<file path="config.mk">
export PLATFORM = sky130hd
export DESIGN_NAME = plab4_net_domain_slot_sched
export DESIGN_NICKNAME = d
export VERILOG_FILES = /design/src/rtl/plab4_net_domain_slot_sched_pkg.sv /design/src/rtl/plab4_net_domain_slot_sched_counter.sv /design/src/rtl/plab4_net_domain_slot_sched.sv
export SDC_FILE = /design/constraint.sdc
export NUM_CORES = 1
export LEC_CHECK = 0
export CAP_MARGIN = 10
export CORE_ASPECT_RATIO = 0.7
export CORE_MARGIN = 2
export CORE_UTILIZATION = 60
export CTS_CLUSTER_SIZE = 24
export DETAILED_ROUTE_END_ITERATION = 7
export GPL_TIMING_DRIVEN = 0
export PLACE_DENSITY = 0.85
export SLEW_MARGIN = 0
export SYNTH_ARGS = -nofsm -noshare
export SYNTH_HDL_FRONTEND = slang
export SYNTH_SLANG_ARGS = --single-unit
</file>
<file path="constraint.sdc">
create_clock -name clk -period 5.1 [get_ports clk]
set_clock_uncertainty 0.15 [all_clocks]
set_input_delay 1.53 -clock clk [delete_from_list [all_inputs] [get_ports clk]]
set_output_delay 1.53 -clock clk [all_outputs]
set_load 0.05 [all_outputs]
</file>
<file path="src/rtl/plab4_net_domain_slot_sched_pkg.sv">
// Shared definitions for the ring domain slot scheduler: FSM state encodings and domain ids.
// The TP router ctrls use the same domain constants.
package plab4_net_domain_slot_sched_pkg;

    typedef enum logic [1:0] {
        ST_IDLE   = 2'd0,
        ST_ACTIVE = 2'd1,
        ST_DEAD   = 2'd2
    } sched_state_t;

    localparam logic DOMAIN_0 = 1'b0;
    localparam logic DOMAIN_1 = 1'b1;

endpackage

</file>
<file path="src/rtl/plab4_net_domain_slot_sched_counter.sv">
// Loadable down-counter for the slot scheduler.
// It saturates at zero; load takes priority over decrement.
module plab4_net_slot_counter #(
    parameter int p_len_nbits = 8
) (
    input  logic                   clk,
    input  logic                   reset,
    input  logic                   load,
    input  logic                   dec,
    input  logic [p_len_nbits-1:0] load_val,
    output logic [p_len_nbits-1:0] cnt,
    output logic                   zero
);

    always_ff @(posedge clk or negedge reset) begin
        if (!reset)
            cnt <= '0;
        else if (load)
            cnt <= load_val;
        else if (dec && cnt != '0)
            cnt <= cnt - p_len_nbits'(1);
    end

    assign zero = (cnt == '0);

endmodule

</file>
<file path="src/rtl/plab4_net_domain_slot_sched.sv">
// Time-division domain scheduler for the ring: fixed-length slots, alternating domain, dead tail.
// Optional per-domain slot counters are enabled with PLAB4_NET_DOMAIN_SCHED_STATS_EN.
module plab4_net_domain_slot_sched
    import plab4_net_domain_slot_sched_pkg::*;
#(
    parameter int p_len_nbits = 8,
    parameter int p_slot_len  = 16,
    parameter int p_dead_len  = 2
) (
    input  logic                   clk,
    input  logic                   reset,
    input  logic                   en,
    input  logic                   cfg_val,
    output logic                   cfg_rdy,
    input  logic [p_len_nbits-1:0] cfg_slot_len,
    input  logic [p_len_nbits-1:0] cfg_dead_len,
    output logic                   cfg_err,
    output logic                   domain,
    output logic                   inject_en,
    output logic                   slot_start,
    output logic [p_len_nbits-1:0] slot_cnt
`ifdef PLAB4_NET_DOMAIN_SCHED_STATS_EN
    ,
    output logic [15:0]            slots_d0,
    output logic [15:0]            slots_d1
`endif
);

    sched_state_t           state, state_n;
    logic                   dom_n, inj_n, new_slot, dec, zero, started;
    logic [p_len_nbits-1:0] l_reg, d_reg, pend_l, pend_d, eff_l, load_val;
    logic                   pend_vld, cfg_fire, cfg_legal;

    // A pending config takes effect on the very slot it starts.
    assign eff_l     = pend_vld ? pend_l : l_reg;
    assign load_val  = eff_l - p_len_nbits'(1);
    assign cfg_rdy   = !pend_vld;
    assign cfg_fire  = cfg_val && cfg_rdy;
    assign cfg_legal = (cfg_slot_len != '0) && (cfg_dead_len < cfg_slot_len);

    plab4_net_slot_counter #(.p_len_nbits(p_len_nbits)) u_cnt (
        .clk      (clk),
        .reset    (reset),
        .load     (new_slot),
        .dec      (dec),
        .load_val (load_val),
        .cnt      (slot_cnt),
        .zero     (zero)
    );

    always_comb begin
        state_n  = state;
        dom_n    = domain;
        inj_n    = inject_en;
        new_slot = 1'b0;
        dec      = 1'b0;
        case (state)
            ST_IDLE: begin
                inj_n = 1'b0;
                if (en) begin
                    new_slot = 1'b1;
                    dom_n    = started ? ((domain == DOMAIN_0) ? DOMAIN_1 : DOMAIN_0) : DOMAIN_0;
                end
            end
            ST_ACTIVE, ST_DEAD: begin
                if (zero) begin
                    if (en) begin
                        new_slot = 1'b1;
                        dom_n    = (domain == DOMAIN_0) ? DOMAIN_1 : DOMAIN_0;
                    end else begin
                        state_n = ST_IDLE;
                        inj_n   = 1'b0;
                    end
                end else begin
                    dec = 1'b1;
                    if (state == ST_ACTIVE && d_reg != '0 && slot_cnt == d_reg) begin
                        state_n = ST_DEAD;
                        inj_n   = 1'b0;
                    end
                end
            end
            default: state_n = ST_IDLE;
        endcase
        // Legal configs guarantee D < L, so every slot opens with at least one ACTIVE cycle.
        if (new_slot) begin
            state_n = ST_ACTIVE;
            inj_n   = 1'b1;
        end
    end

    always_ff @(posedge clk or negedge reset) begin
        if (!reset) begin
            state      <= ST_IDLE;
            domain     <= DOMAIN_0;
            inject_en  <= 1'b0;
            slot_start <= 1'b0;
            started    <= 1'b0;
        end else begin
            state      <= state_n;
            domain     <= dom_n;
            inject_en  <= inj_n;
            slot_start <= new_slot;
            if (new_slot)
                started <= 1'b1;
        end
    end

    // cfg_fire needs !pend_vld, so accept and apply never collide.
    always_ff @(posedge clk or negedge reset) begin
        if (!reset) begin
            l_reg    <= p_len_nbits'(p_slot_len);
            d_reg    <= p_len_nbits'(p_dead_len);
            pend_l   <= '0;
            pend_d   <= '0;
            pend_vld <= 1'b0;
            cfg_err  <= 1'b0;
        end else begin
            cfg_err <= cfg_fire && !cfg_legal;
            if (new_slot && pend_vld) begin
                l_reg    <= pend_l;
                d_reg    <= pend_d;
                pend_vld <= 1'b0;
            end else if (cfg_fire && cfg_legal) begin
                pend_l   <= cfg_slot_len;
                pend_d   <= cfg_dead_len;
                pend_vld <= 1'b1;
            end
        end
    end

`ifdef PLAB4_NET_DOMAIN_SCHED_STATS_EN
    always_ff @(posedge clk or negedge reset) begin
        if (!reset) begin
            slots_d0 <= '0;
            slots_d1 <= '0;
        end else if (new_slot) begin
            if (dom_n == DOMAIN_0)
                slots_d0 <= slots_d0 + 16'd1;
            else
                slots_d1 <= slots_d1 + 16'd1;
        end
    end
`endif

endmodule

</file>
==> qor.csv <==
metric,value,unit
Die Height,60.4,um
Setup crit start kind,input pin,
GRT Overall Usage,25.2,%
"EDFF count, synth",0,
vias per cell,5.92,
cell area after synthesis,2730,um^2
Syn Nets,272,
IO Pins,33,
Worst Tran Pin Value,712,ps
synth-to-layout area growth,18.1,%
via count,1990,
Root Buffer,clkbuf_8,
max_cap viols,0,
hold crit path type,reg -> reg,
remaining design rule violation count,0,
largest net degree at the start of global routing,30,
total wire length,5740,um
post-detailed-route count of antenna-violating nets,0,
Net Sw Power,894,uW
setup violators final,0,
Yosys warning count,0,
post-layout minimum cycle time,4380,ps
Core Rows,20,
"Slowest-stage cell, CP",clkdlybuf4s50_1,
post-cts sizing count,0,
worst slack at placement,419,ps
cell chain of the critical path,clkdlybuf4s50_1 -> nand3b_1 -> o21a_1 -> buf_6 -> clkbuf_1 -> nor2_1 -> a21oi_1 -> ha_1 -> o21ai_0 -> nor3_1 -> xnor2_1 -> a221o_1,
combinational power share,50.6,%
"IR drop worst, VDD",0.000407,V
die area,5110,um^2
pwr/cell area,645,nW/um^2
clk buf depth,2,
share of layout cells above drive strength 1,20.6,%
"Clk pin slew, worst setup/hold paths",90,ps
number of global-route vias before repair,2013,
largest cells by area after synthesis,"dfrtp_1 (42%), mux2_2 (13%), ha_1 (5.5%)",
switch share,43.0,%
Mean Syn Cell Area,11.4,um^2
status,"finished, final reports clean",
clock power share,11.4,%
Reg power frac,38.0,%
Initial DRC Count,71,
CTS tree,done,
Max Slew Vio Count,0,
async set or reset register ratio after synthesis,100,%
worst path arrival time,4430,ps
post-route setup slack,721,ps
crit-path max FO,10,
post-synthesis sequential area ratio,44.1,%
RD Place Congestion,0.839,
nets,312,
leading area contributor after synthesis,dfrtp_1,
core area,4350,um^2
fin crit share,85.9,%
top cell type's share of synthesized area,42.2,%
detailed-placement wirelength estimate,4360,um
initial antenna violation count,0,
CP required,5150,ps
RSZ-0062 raised after global routing,false,
GRT overflow,0,
relative slew slack,52.5,%
internal power,1180,uW
CP Capture Type,register,
starting density of the core,62.6,%
Fin. Hold Viols,0,
Lkg Pwr,0.00137,uW
global-route wire length before repair,9760,um
DR WL/cell,17.1,um
die width,84.6,um
post-CTS setup buffers,0,
crit path kind,in -> reg,
ys flop type,dfrtp_1,
number of clock sinks,48,
Final Util,74.0,%
CP peak stage delay,520,ps
TritonCTS Buffers,5,
Yosys reg bits,48,
Mapped Cells,240,
H-tree depth,2,
Post-CTS Hold Buffers,0,
PortBufs,32,
DRT Pass-1 Iters,4,
Worst-Skew Late Latency,310,ps
setup TNS,0,ps
ANT cells,0,
Max Clk Rate,0.228,GHz
final hold slack,349,ps
Yosys cell types,52,
-- placed cells by master (no fill, tap or decap), drive strengths merged, types with 2 or more instances in the layout --
cell type and n:
nand3 3, clkbuf 10, or4 2, a21oi 8, nor3b 2, inv 14, dfstp 2, nor3 9
nor2b 2, xor2 10, nor2 12, xnor2 6, clkdlybuf4s50 31, mux2 34, nand2b 3, o211ai 3
a21o 2, o21ai 7, o22ai 2, dfrtp 46, buf 8, mux2i 8, o21a 2, nand2 11
and3 2, nor4 11, ha 12, a221o 2
-- power by group through the flow --
stage,Sequential [uW],Combinational (uW),Clock [uW]
CTS,789,1050,239
global placement,785,1020,0
detailed placement,794,1050,0
floorplan,880,665,0
finish,789,1050,237
global route,821,1150,253
-- final timing paths --
path                           from           end  slack [ps]  cells past startpoint
min reg2reg                 started       started         350                      1
max reg2reg                state[1]  u_cnt.cnt[6]        1610                     13
min in group asynchronous     reset  u_cnt.cnt[6]        1020                      1
max in group asynchronous     reset      d_reg[1]        3190                      2
max                              en  u_cnt.cnt[6]         720                     12
min                         started       started         350                      1
-- through the flow --
stage / cell area (um^2) / cells / power (uW)
6_report: 3220 / 336 / 2080
5_1_grt: 3220 / 336 / 2220
2_1_floorplan: 2730 / 240 / 1540
4_1_cts: 3220 / 336 / 2080
3_5_place_dp: 3130 / 328 / 1840
3_3_place_gp: 3120 / 327 / 1800
-- layer usage --
metal	global-route usage, %	wire length, um
met5	0	0
met2	40.5	2570
met4	7.71	58
met1	35.9	2920
met3	4.49	196
-- cell families after synthesis --
| logic type | count (synthesis) | share of synthesized area (%) |
|---|---|---|
| flip-flops | 48 | 44.1 |
| buffers and inverters | 23 | 4.50 |
| AND/OR/NAND/NOR | 62 | 12.8 |
| adder cells (fa/ha/maj) | 12 | 5.51 |
| AO/OA/AOI/OAI | 36 | 9.78 |
| multiplexers | 43 | 18.1 |
| XOR/XNOR | 16 | 5.14 |
-- critical path, delay by kind of cell --
kind / cells / cell delay, ps
xor+xnor: 1 / 110
buf+inv: 3 / 1040
compound gates: 4 / 850
fa+ha+maj: 1 / 280
simple gates: 3 / 610
-- layout make-up --
type                       instances  area [um^2]
inverter                          15         61.3
sequential                        48         1200
multi-input combinational        169         1400
clock buffer                       8         90.1
tap                               55         68.8
fill                             318         1130
buffer                             8         61.3
timing repair buffer              33          335
-- synth_stat cells, types with 5 or more instances --
library cell,number
o21ai_0,5
nor3_1,9
mux2_2,32
nand2_1,10
nor2_1,12
dfrtp_1,46
a21oi_1,8
xor2_1,10
mux2i_1,8
inv_1,14
ha_1,12
nor4_1,9
xnor2_1,6
(Power assumes the default switching activity.)
